[config.mk]
export PLATFORM = sky130hd
export DESIGN_NAME = rom_boot_copier
export DESIGN_NICKNAME = d
export VERILOG_FILES = /design/src/rtl/rom_boot_copier_pkg.sv /design/src/rtl/rom_boot_copier_copy_fifo2.sv /design/src/rtl/rom_boot_copier.sv
export SDC_FILE = /design/constraint.sdc
export NUM_CORES = 1
export LEC_CHECK = 0
export CAP_MARGIN = 20
export CORE_MARGIN = 5
export CORE_UTILIZATION = 43
export CTS_CLUSTER_SIZE = 30
export DETAILED_ROUTE_END_ITERATION = 7
export PLACE_DENSITY = 0.64
export SLEW_MARGIN = 20
export SYNTH_ARGS = -nofsm -noshare
export SYNTH_HDL_FRONTEND = slang
export SYNTH_SLANG_ARGS = --single-unit
[constraint.sdc]
create_clock -name CLK -period 7.27 [get_ports CLK]
set_clock_uncertainty 0.2 [all_clocks]
set_input_delay 1.0905 -clock CLK [delete_from_list [all_inputs] [get_ports CLK]]
set_output_delay 1.0905 -clock CLK [all_outputs]
set_load 0.02 [all_outputs]
[src/rtl/rom_boot_copier_pkg.sv]
// Shared definitions for the ROM-to-RAM boot copier: FSM encoding and FIFO sizing.
package rom_boot_copier_pkg;

  localparam logic [1:0] ST_IDLE   = 2'd0;
  localparam logic [1:0] ST_RUN    = 2'd1;
  localparam logic [1:0] ST_FINISH = 2'd2;

  localparam int FIFO_DEPTH = 2;
  localparam int DATA_W     = 32;

endpackage

[src/rtl/rom_boot_copier_copy_fifo2.sv]
// Two-entry 32-bit FIFO buffering ROM read data ahead of the RAM write stage,
// plus its overflow/underflow checker.
module copy_fifo2
  import rom_boot_copier_pkg::*;
(
  input  logic              CLK,
  input  logic              RST,
  input  logic              push,
  input  logic              pop,
  input  logic [DATA_W-1:0] din,
  output logic [1:0]        count,
  output logic [DATA_W-1:0] head
);

  logic [DATA_W-1:0] ent0_r;
  logic [DATA_W-1:0] ent1_r;
  logic [1:0]        count_r;

  // Shift-style storage: entry 0 is always the head of the queue.
  always_ff @(posedge CLK or posedge RST) begin
    if (RST) begin
      ent0_r  <= 32'h0000_0000;
      ent1_r  <= 32'h0000_0000;
      count_r <= 2'd0;
    end else begin
      case ({push, pop})
        2'b10: begin
          if (count_r == 2'd0) ent0_r <= din;
          else                 ent1_r <= din;
          count_r <= count_r + 2'd1;
        end
        2'b01: begin
          ent0_r  <= ent1_r;
          count_r <= count_r - 2'd1;
        end
        2'b11: begin
          if (count_r == 2'd1) begin
            ent0_r <= din;
          end else begin
            ent0_r <= ent1_r;
            ent1_r <= din;
          end
        end
        default: begin
          count_r <= count_r;
        end
      endcase
    end
  end

  assign count = count_r;
  assign head  = ent0_r;

  copy_fifo2_chk u_chk (
    .CLK   (CLK),
    .RST   (RST),
    .push  (push),
    .pop   (pop),
    .count (count_r)
  );

endmodule

module copy_fifo2_chk
  import rom_boot_copier_pkg::*;
(
  input logic       CLK,
  input logic       RST,
  input logic       push,
  input logic       pop,
  input logic [1:0] count
);

  // The issue throttle upstream must never let the FIFO overflow or underflow.
  always @(posedge CLK) begin
    if (!RST) begin
      assert (!(push && !pop && (count == 2'(FIFO_DEPTH))));
      assert (!(pop && (count == 2'd0)));
    end
  end

endmodule

[src/rtl/rom_boot_copier.sv]
// Boot copier: streams COUNT words from the ROM macro into the boot SRAM,
// throttling ROM reads so in-flight data always fits the 2-entry FIFO.
module rom_boot_copier
  import rom_boot_copier_pkg::*;
#(
  parameter  int MEM_WORDS = 8192,
  parameter  int DST_AW    = 14,
  localparam int ADR_WIDTH = $clog2(MEM_WORDS)
) (
  input  logic                 CLK,
  input  logic                 RST,
  input  logic                 start,
  input  logic [ADR_WIDTH-1:0] src_base,
  input  logic [DST_AW-1:0]    dst_base,
  input  logic [ADR_WIDTH:0]   count,
  output logic                 busy,
  output logic                 done,
  output logic                 rom_EN,
  output logic [ADR_WIDTH-1:0] rom_A,
  input  logic [31:0]          rom_Do,
  output logic                 ram_WE,
  output logic [DST_AW-1:0]    ram_A,
  output logic [31:0]          ram_Di,
  input  logic                 ram_ready
);

  localparam int CW = ADR_WIDTH + 1;

  logic [1:0]           state_r, state_nxt_s;
  logic                 busy_r, done_r;
  logic [ADR_WIDTH-1:0] rom_a_r;
  logic [CW-1:0]        reads_rem_r, writes_rem_r;
  logic                 rd_pending_r;
  logic                 ram_we_r;
  logic [DST_AW-1:0]    ram_a_r;
  logic [31:0]          ram_di_r;

  logic        pop_s, rom_en_s, load_s, fifo_empty_s;
  logic        fifo_push_s, fifo_pop_s, bypass_s, wr_valid_s;
  logic [2:0]  occ_s, limit_s;
  logic [1:0]  fifo_count_s;
  logic [31:0] fifo_head_s, wr_data_s;

  // Read throttle and write-stage feed; an empty FIFO lets fresh ROM data bypass it.
  always_comb begin
    pop_s        = ram_we_r && ram_ready;
    occ_s        = {1'b0, fifo_count_s} + {2'b00, rd_pending_r};
    limit_s      = 3'd1 + {2'b00, pop_s};
    rom_en_s     = (state_r == ST_RUN) && (reads_rem_r != '0) && (occ_s <= limit_s);
    load_s       = !ram_we_r || ram_ready;
    fifo_empty_s = (fifo_count_s == 2'd0);
    fifo_pop_s   = load_s && !fifo_empty_s;
    bypass_s     = load_s && fifo_empty_s && rd_pending_r;
    fifo_push_s  = rd_pending_r && !bypass_s;
    wr_valid_s   = fifo_pop_s || bypass_s;
    if (fifo_empty_s) wr_data_s = rom_Do;
    else              wr_data_s = fifo_head_s;
  end

  // Next-state logic for IDLE -> RUN/FINISH -> IDLE.
  always_comb begin
    state_nxt_s = state_r;
    case (state_r)
      ST_IDLE: begin
        if (start) state_nxt_s = (count == '0) ? ST_FINISH : ST_RUN;
        else       state_nxt_s = ST_IDLE;
      end
      ST_RUN: begin
        if (pop_s && (writes_rem_r == CW'(1))) state_nxt_s = ST_FINISH;
        else                                    state_nxt_s = ST_RUN;
      end
      ST_FINISH: state_nxt_s = ST_IDLE;
      default:   state_nxt_s = ST_IDLE;
    endcase
  end

  // State, counters, address generators and the registered write stage.
  always_ff @(posedge CLK or posedge RST) begin
    if (RST) begin
      state_r      <= ST_IDLE;
      busy_r       <= 1'b0;
      done_r       <= 1'b0;
      rom_a_r      <= '0;
      reads_rem_r  <= '0;
      writes_rem_r <= '0;
      rd_pending_r <= 1'b0;
      ram_we_r     <= 1'b0;
      ram_a_r      <= '0;
      ram_di_r     <= 32'h0000_0000;
    end else begin
      state_r      <= state_nxt_s;
      busy_r       <= (state_nxt_s == ST_RUN);
      done_r       <= (state_nxt_s == ST_FINISH);
      rd_pending_r <= rom_en_s;
      if ((state_r == ST_IDLE) && start) begin
        rom_a_r      <= src_base;
        reads_rem_r  <= count;
        writes_rem_r <= count;
        ram_a_r      <= dst_base;
      end else begin
        if (rom_en_s) begin
          rom_a_r     <= rom_a_r + ADR_WIDTH'(1);
          reads_rem_r <= reads_rem_r - CW'(1);
        end
        if (pop_s) begin
          writes_rem_r <= writes_rem_r - CW'(1);
          ram_a_r      <= ram_a_r + DST_AW'(1);
        end
      end
      if (load_s) begin
        ram_we_r <= wr_valid_s;
        if (wr_valid_s) ram_di_r <= wr_data_s;
      end
    end
  end

  copy_fifo2 u_fifo (
    .CLK   (CLK),
    .RST   (RST),
    .push  (fifo_push_s),
    .pop   (fifo_pop_s),
    .din   (rom_Do),
    .count (fifo_count_s),
    .head  (fifo_head_s)
  );

  assign busy   = busy_r;
  assign done   = done_r;
  assign rom_EN = rom_en_s;
  assign rom_A  = rom_a_r;
  assign ram_WE = ram_we_r;
  assign ram_A  = ram_a_r;
  assign ram_Di = ram_di_r;

endmodule

==> parameters.txt <==
Parameter                              Value

Synth
  Post-Synth Adder-Cell Area ... 2.49%
  Post-synthesis instance area ... 7850 µm²
  Cell taking the most area after synthesis ... dfrtp_1
  Number of instances in the synthesized netlist ... 790
  Distinct cell type count of the synthesized netlist ... 55
  Fraction of synthesized area in multiplexers ... 8.81%
  Synthesized-area fraction occupied by ao, oa, aoi and oai cells ... 18.5%
  Proportion of netlist area held by the largest area contributor ... 50.7%
  Basic-gate share of the synthesized area counting and, or, nand and nor cells ... 12.2%
  Yosys Warn Count ... 0
  Register bit total from synthesis ... 159
  EDFF count, synth ... 0
  Syn nets ... 882
  Synth area leaders ... dfrtp_1, a21oi_1, o21ai_0
  Register area share after synthesis ... 50.7%
  Most frequently used flop master after synthesis ... dfrtp_1
  Main combinational cell family by area after synthesis ... compound AO/OA/AOI/OAI gates
  Synthesized area divided by synthesized cell count ... 9.94 µm²
  Share of flip-flops with an asynchronous set or reset after synthesis ... 100%
  Synth Area in XOR/XNOR ... 3.46%

Routing
  Vias ... 6,350
  Initial DRT Pass Iterations ... 5
  Detail Route Antenna Nets ... 0
  Average vias per placed instance ... 5.53
  Average wire length per cell after detail routing ... 17.3 µm
  Iteration-0 DRC Markers ... 393
  Post-Route WL ... 19.9 mm
  Drc violations ... 0

Die
  Overall die width ... 145 µm
  Starting utilization of the core area ... 43.7%
  Die Footprint ... 21,100 µm²
  Num ports ... 140
  Standard cell core area ... 18,000 µm²
  Die boundary height ... 145 µm
  Row count ... 49

Timing
  Worst path setup slack after routing ... 1.75 ns
  Count of final hold-check violations ... 0
  Actual slew at the worst max-slew pin ... 0.939 ns
  Highest Clock Rate ... 0.181 GHz
  Count of pins over their slew limit ... 0
  Final setup violation count ... 0
  Post-route clock period utilization ... 76.0%
  Setup repair after global routing missed its margin ... false
  Setup TNS ... 0 ns
  Worst slew margin relative to its limit ... 37.4%
  Tmin final ... 5.52 ns

Clocking
  Source-to-sink clock delay at the later pin of the worst-skew pair ... 0.43 ns
  Max Buffers Root-to-Sink ... 2
  Number of levels the H-tree was split into ... 4
  CTS Root Buffer Type ... clkbuf_16
  Reg clk slew, reported paths ... 0.06 ns
  Setup repair bufs after CTS ... 0
  Clock tree from TritonCTS ... built
  Hold buffer count at cts ... 0
  Clock net sink count ... 159
  TritonCTS Buffers ... 17
  Gates resized, CTS repair ... 0

GRT
  Initial antenna violation count ... 0
  Largest net degree at the start of global routing ... 90
  Total grt overflow ... 0
  GRT Overall Usage ... 18.9%
  Global-route wire length before repair ... 33.1 mm
  Vias in the first global route ... 6,249

Placement
  Port-buffer cells ... 139
  Detailed Place HPWL ... 13.1 mm
  Routability congestion estimate from global placement ... 0.834
  Worst slack after detailed placement ... 1.77 ns

Critical path
  Highest net fanout along the worst path ... 10
  Worst path required time ... 5.98 ns
  Worst Setup End Kind ... output port
  Arrival time at the worst endpoint ... 4.23 ns
  Kind of launch point of the worst setup path ... primary input
  Critical setup path kind ... in -> out

Power and ir drop
  Worst IR Drop VDD ... 0.267 mV
  Leakage dissipation ... 4.05 nW
  Power per Cell Area ... 499 nW/µm²
  Tot Pwr ... 4.98 mW

Status
  Result of the run ... finished, final reports clean

Final layout
  Most common library cell in the layout ignoring fill and taps ... dfrtp_1
  Area overhead of the layout relative to synthesis ... 27.3%
  Layout cell share with drive strength beyond 1 ... 10.0%
  Number of nets in the layout ... 999
  Most frequent cells in the layout ... dfrtp_1, clkdlybuf4s50_1, a21oi_1
  Core Util, Final ... 55.6%
  Fill cell total of the finished layout ... 1,609
  Antenna diode count ... 0

Run
  Max-cap violation count ... 0

Worst hold path
  Min-Delay Path Class ... reg -> reg
==> kinds of logic after synthesis <==
| kind of cell | after synthesis |
|---|---|
| fa+ha+maj | 15 |
| buf+inv | 75 |
| flops | 159 |
| simple gates | 192 |
| compound gates | 253 |
| mux | 65 |
| xor+xnor | 31 |
==> state kept, by name, summed over array words and instances (netlist names) <==
| signal | flops |
|---|---|
| ram_Di | 32 |
| state_r | 2 |
| u_fifo.ent1_r | 32 |
| u_fifo.count | 2 |
| writes_rem_r | 14 |
| rd_pending_r | 1 |
| rom_A | 13 |
| reads_rem_r | 14 |
| done | 1 |
| busy | 1 |
| ram_A | 14 |
| u_fifo.head | 32 |
| ram_WE | 1 |
==> per-stage QoR <==
step	hold WS [ns]	instances	cell area [µm²]
after floorplan	0.263	790	7850
after CTS	0.293	1149	9990
final	0.288	1149	9990
after global placement	0.271	1117	9420
after global routing	0.302	1149	9990
after detailed placement	0.279	1117	9420
==> synthesized netlist by cell type, types with 16 or more instances <==
| cell | count |
|---|---|
| inv_1 | 24 |
| mux2i_1 | 32 |
| nand3_1 | 16 |
| o21a_1 | 33 |
| nand2_1 | 50 |
| o21ai_0 | 78 |
| mux2_2 | 33 |
| dfrtp_1 | 159 |
| a21oi_1 | 113 |
| nor2_1 | 54 |
| clkbuf_1 | 41 |
| xor2_1 | 16 |
==> per-layer routing <==
layer | GRT usage (%) | vias to the layer above | part of all wire (%)
met2 | 30.7 | 167 | 49
met5 | 0 | - | 0
met1 | 25.6 | 3106 | 45
met4 | 5.46 | 0 | 1.5
met3 | 4.05 | 25 | 4.8
li1 | - | 3052 | -
==> area by class of cell <==
type	instances	area (µm²)	share of cell area [%]
clock buffers	18	439	4.39
inverters	24	95.1	0.951
flip-flops and latches	159	3980	39.8
repair buffers	149	1470	14.7
multi-input cells	556	3590	36.0
clock inverters	14	134	1.34
well taps	229	287	2.87
==> report_power, final <==
part           total (mW)  switching [mW]  leakage [nW]  internal, mW
clock               0.860           0.375         0.278         0.485
sequential           1.64           0.312          1.87          1.33
combinational        2.48            1.36          1.90          1.12
==> final timing paths <==
path	start	endpoint	slack (ns)	cells past startpoint
worst max register to register	ram_WE	reads_rem_r[9]	3.63	7
worst min register to register	u_fifo.head[5]	u_fifo.head[5]	0.29	1
max in group asynchronous	RST	u_fifo.head[24]	4.44	3
worst max-delay path	ram_ready	rom_EN	1.75	8
min in group asynchronous	RST	ram_Di[1]	0.99	2
worst min-delay path	u_fifo.head[5]	u_fifo.head[5]	0.29	1
==> worst max-delay path, stage by stage <==
cell	delay, ns
clkdlybuf4s50_1	0.52
and2_1	0.40
fa_1	0.50
nor4b_1	0.41
a32o_1	0.32
nand2_1	0.10
inv_1	0.22
clkdlybuf4s50_1	0.66
Power figures use the tool's default switching activity.
==> edit 1, RTL diff (same flow settings) <==
Reset style: synchronous (`RST`), changed in 2 clocked blocks.
--- a/src/rtl/rom_boot_copier_copy_fifo2.sv
+++ b/src/rtl/rom_boot_copier_copy_fifo2.sv
@@ -17,7 +17,7 @@
   logic [1:0]        count_r;
 
   // Shift-style storage: entry 0 is always the head of the queue.
-  always_ff @(posedge CLK or posedge RST) begin
+  always_ff @(posedge CLK) begin
     if (RST) begin
       ent0_r  <= 32'h0000_0000;
       ent1_r  <= 32'h0000_0000;
--- a/src/rtl/rom_boot_copier.sv
+++ b/src/rtl/rom_boot_copier.sv
@@ -75,7 +75,7 @@
   end
 
   // State, counters, address generators and the registered write stage.
-  always_ff @(posedge CLK or posedge RST) begin
+  always_ff @(posedge CLK) begin
     if (RST) begin
       state_r      <= ST_IDLE;
       busy_r       <= 1'b0;
Formal check against the unedited RTL: differs if RST is asserted again (counterexample within 4 cycles, from zero or initial values and one cycle with RST high); with RST held inactive, the same outputs for 4 cycles.
==> edit 1 against the unedited design <==
  * Total power decreased by 28%
  * Sequential share of layout area fell by 7.0 points
  * Register-to-register slack lost 0.60 ns
  * Routed wire length increased by 3.1%
  * Critical path depth is 1 higher
  * Sequential cell count is the same
  * Worst setup slack got worse by 0.54 ns
  * Final area decreased by 2.8%
  * Synthesized area decreased by 2.5%
  * Fmax decreased by 8.9%
  * Combinational power fell by 37%
  * Utilization is 0.33 points higher
  * Count of clock-buffer cells in the layout shrank 1
  * Critical endpoint unchanged
  * Highest routed layer unchanged
==> edit 1: results (changes against the unedited design) <==
- CTS Root Buffer Type: clkbuf_16
- The actual transition at the worst max-transition pin is 1.09 ns (+0.148 ns).
- Overall global routing resource usage: 19.7% (+0.81 points)
- Number of nets in the synthesized netlist: 1030 (+17%)
* Maximum cell stage delay along the critical path: 0.69 ns (+0.03 ns)
* H-Tree Depth: 4 (unchanged)
* Top cells by area, synth: dfxtp_1 42%, a211oi_1 8.8%, a21oi_1 5.9%
- Count of placed standard cells including taps: 1243 (+11%)
- Hold_sp: u_fifo.ent1_r[31]
- The standard cell area after detailed placement is 9180 sq um (-2.6%).
* Startpoint of the worst register-to-register path: u_fifo.count[1]
- The data arrival at the endpoint of the critical path was 4.77 ns (+0.54 ns).
- Most common library cells after synthesis: 159 x dfxtp_1, 119 x nor2_1, 109 x nand2_1
* Via count of the first global-routing pass: 6408 (+2.5%)
- VDD IR max: 0.289 mV (+8.5%)
- # diodes: 0 (unchanged)
- Sw Share: 40.2% (-0.88 points)
- Leakage Power: 0.00365 uW (-10%)
- The worst-skew pair later-pin latency was 0.43 ns (about the same).
- The mean area per synthesized cell was 8.16 sq um (-18%).
- The share of flip-flops with an asynchronous set or reset after synthesis came to 0% (-100 points).
- The pre-CTS setup slack came to 1.25 ns (-0.528 ns).
- The maximum number of pins on one net before global-route repair came to 84 (-6.7%).
- Yosys Warn Count: 0 (unchanged)
- 1st-pass router iterations: 4 (-1)
- The number of DRC markers after the initial detailed-route iteration was 336 (-15%).
- Total number of vias: 7002 (+10%)
- Final routed wirelength across all metal layers: 20500 um (+3.1%)
- The placer congestion estimate is 0.829 (-0.64%).
- The run finished with clean final reports.
- Number of antenna violations at the first check in global routing: 0 (unchanged)
- The average vias per placed instance came to 5.50 (-0.55%).
* Layout filler cell count: 1711 (+6.3%)
- The fraction of the yosys area taken by sequential cells came to 41.6% (-9.1 points).
* Critical path origin: ram_ready
- Worst-path fanout max: 25 (+15)
* Layout cell share with drive strength beyond 1: 5.82% (-4.2 points)
* Yosys top cell area share: 41.6% (-9.1 points)
- Placed wire-length estimate after detailed placement: 13100 um (+0.22%)
* Fin nets: 1129 (+13%)
- The wire length of the first global-routing pass was 33200 um (+0.21%).
## edit 1: final cells by class
class | count | area, sq um | share of cell area [%]
clock inverters | 14 | 113 | 1.16
multi-input cells | 689 | 4170 | 42.9
repair buffers | 150 | 1470 | 15.1
inverters | 20 | 75.1 | 0.773
well taps | 225 | 282 | 2.90
flip-flops and latches | 159 | 3180 | 32.8
clock buffers | 17 | 425 | 4.38
## edit 1: cell families (layout without fill, tap and decap cells)
group / Yosys count / count (layout) / share of synthesized area [%]
mux: 34 / 34 / 4.48
fa+ha+maj: 15 / 15 / 2.55
compound gates: 302 / 302 / 25.8
flops: 159 / 159 / 41.6
simple gates: 312 / 312 / 18.2
xor+xnor: 26 / 26 / 2.97
buf+inv: 90 / 201 / 4.48
## edit 1: metal layers
layer	share of wire (%)	up-vias	global-route usage (%)
met4	0.77	0	4.81
met3	6.6	14	3.99
met5	0	-	0
met1	49	3241	28.6
met2	44	196	30.1
li1	-	3551	-
## edit 1: worst paths after layout
check | endpoint | slack, ns | cells past startpoint
worst max-delay path | rom_EN | 1.21 | 9
worst min register to register | u_fifo.ent1_r[31] | 0.25 | 2
worst max register to register | u_fifo.ent1_r[18] | 3.03 | 10
worst min-delay path | u_fifo.ent1_r[31] | 0.25 | 2
## edit 1: power by group through the flow
| stage | Combinational [uW] | Sequential, uW | Clock, uW |
|---|---|---|---|
| 2_1_floorplan | 1000 | 1300 | 0 |
| 3_3_place_gp | 1560 | 1220 | 0 |
| 3_5_place_dp | 1570 | 1220 | 0 |
| 4_1_cts | 1580 | 1200 | 842 |
| 5_1_grt | 1740 | 1230 | 877 |
| 6_report | 1570 | 1200 | 820 |
## edit 1: worst max-delay path, delay by kind of cell
family,cells,cell delay [ns]
fa+ha+maj,1,0.45
compound gates,1,0.34
simple gates,3,0.94
buf+inv,4,1.93
==> edit 2, RTL diff (same flow settings) <==
Made on the original files. Set the parameter `MEM_WORDS` to 16384 (it was 8192).
--- a/src/rtl/rom_boot_copier.sv
+++ b/src/rtl/rom_boot_copier.sv
@@ -3,7 +3,7 @@
 module rom_boot_copier
   import rom_boot_copier_pkg::*;
 #(
-  parameter  int MEM_WORDS = 8192,
+  parameter  int MEM_WORDS = 16384,
   parameter  int DST_AW    = 14,
   localparam int ADR_WIDTH = $clog2(MEM_WORDS)
 ) (
Ports: changed (resized count, rom_A and src_base); port bits go from 140 to 143. The function was not compared with the original's and may differ.
==> edit 2 against the unedited design <==
  * Sequential cell count up 3
  * Synthesized area up 2.4%
  * Clock power rose by 4.3%
  * Worst hold slack improved by 0.00080 ns
  * Total power is 1.6% higher
  * Die area up 2.2%
  * Sequential share of layout area is 0.21 points lower
  * Fmax down 4.1%
  * Routed wire length rose by 1.9%
  * Worst setup slack lost 0.24 ns
  * Utilization decreased by 0.54 points
  * Final area up 2.4%
  * Critical path type unchanged
  * Critical endpoint unchanged
  * Largest cell class unchanged
  * Largest power group unchanged
==> edit 2: results (changes against the unedited design) <==
* Top cells by area, synth: dfrtp_1 50%, a21oi_1 6.8%, o21ai_0 4.8%
- Library cells used by synthesis: 60 (+9.1%)
- The flow ran to the end, and the final reports show no timing, DRC or antenna violations.
- The placer congestion estimate came to 0.809 (-3.1%).
- Comb power frac: 49.5% (-0.3 points)
* Met3 routed wirelength: 1130 um (+18%)
* Sequential cell area fraction in the yosys report: 50.4% (-0.25 points)
- Pin count of the biggest net entering global routing: 73 (-19%)
- The synthesized net count is 908 (+2.9%).
- Met2 routed WL: 9610 um (-0.50%)
- The wire length of the first global-routing pass is 33700 um (+1.8%).
- Layout filler cell count: 1696 (+5.4%)
* Quantity of I/O buffers inserted on ports: 142 (+2.2%)
- The pre-CTS setup slack came to 1.54 ns (-0.234 ns).
- The clock distribution power came to 897 uW (+4.3%).
- Worst-path fanout max: 30 (+20)
- The data arrival at the endpoint of the critical path was 4.47 ns (+0.24 ns).
- Int Pwr: 3010 uW (+2.3%)
- Placed wire-length estimate after detailed placement: 13400 um (+2.3%)
- Starting utilization of the core area: 43.3% (-0.44 points)
- The maximum ir drop on the vdd rail is 0.374 mV (+40%).
- The combined global-route utilization of all metal layers was 19.3% (+0.38 points).
* Number of vias per cell: 5.49 (-0.68%)
- Layout cell share with drive strength beyond 1: 9.62% (-0.38 points)
- Via count of the first global-routing pass: 6370 (+1.9%)
- The reported leakage power was 0.00416 uW (+2.6%).
* Met1 Usage GRT: 26.5% (+0.90 points)
- Placed cell area: 9640 sq um (+2.3%)
- Post-route met1 wirelength: 9390 um (+4.3%)
- Count of placed standard cells including taps: 1148 (+2.8%)
- GR Util met3: 5.21% (+1.2 points)
* Wire length per cell after detailed routing: 17.2 um (-0.79%)
- The headroom to the max-slew limit was 34.3% (-3.1 points).
- The number of cell rows is 50 (+2.0%).
* Fin nets: 1027 (+2.8%)
- Total number of vias: 6477 (+2.0%)
- Sorting the synthesized cells by how often they occur yields 162 x dfrtp_1, 110 x a21oi_1, 77 x o21ai_0.
==> edit 2: worst paths after layout <==
path,from,endpoint,slack [ns],cells after the start
worst max register to register,u_fifo.count[1],u_fifo.head[20],3.79,11
worst max-delay path,ram_ready,rom_EN,1.51,10
worst min register to register,u_fifo.head[25],u_fifo.head[25],0.29,1
max in group asynchronous,RST,writes_rem_r[0],4.83,3
min in group asynchronous,RST,rom_A[6],0.94,2
worst min-delay path,u_fifo.head[25],u_fifo.head[25],0.29,1
==> edit 2: final cells by class <==
cell class / count / area, sq um / area share (%)
repair buffers: 152 / 1500 / 14.6
clock inverters: 14 / 156 / 1.53
inverters: 22 / 87.6 / 0.856
flip-flops and latches: 162 / 4050 / 39.6
multi-input cells: 578 / 3710 / 36.3
well taps: 234 / 293 / 2.86
clock buffers: 18 / 439 / 4.29
==> edit 2: kinds of logic after synthesis <==
| group | share of synthesized area, % |
|---|---|
| xor gates and xnor gates | 3.38 |
| and+or+nand+nor | 12.6 |
| DFF | 50.4 |
| AOI/OAI and AO/OA | 18.7 |
| adders and majority gates | 2.43 |
| muxes | 8.59 |
| buffers and inverters | 3.86 |
==> edit 2: through the flow <==
| step | utilization (%) | hold slack [ns] | power [uW] |
|---|---|---|---|
| global route | 55.1 | 0.301 | 5460 |
| CTS | 55.1 | 0.293 | 5110 |
| detailed placement | 51.9 | 0.279 | 4190 |
| global placement | 51.9 | 0.271 | 4140 |
| finish | 55.1 | 0.288 | 5060 |
| floorplan | - | 0.263 | 3410 |
==> edit 2: worst max-delay path: cells and delay by family <==
family / cells / cell delay, ns
compound gates: 1 / 0.09
fa+ha+maj: 1 / 0.56
buf+inv: 5 / 1.83
simple gates: 3 / 0.88
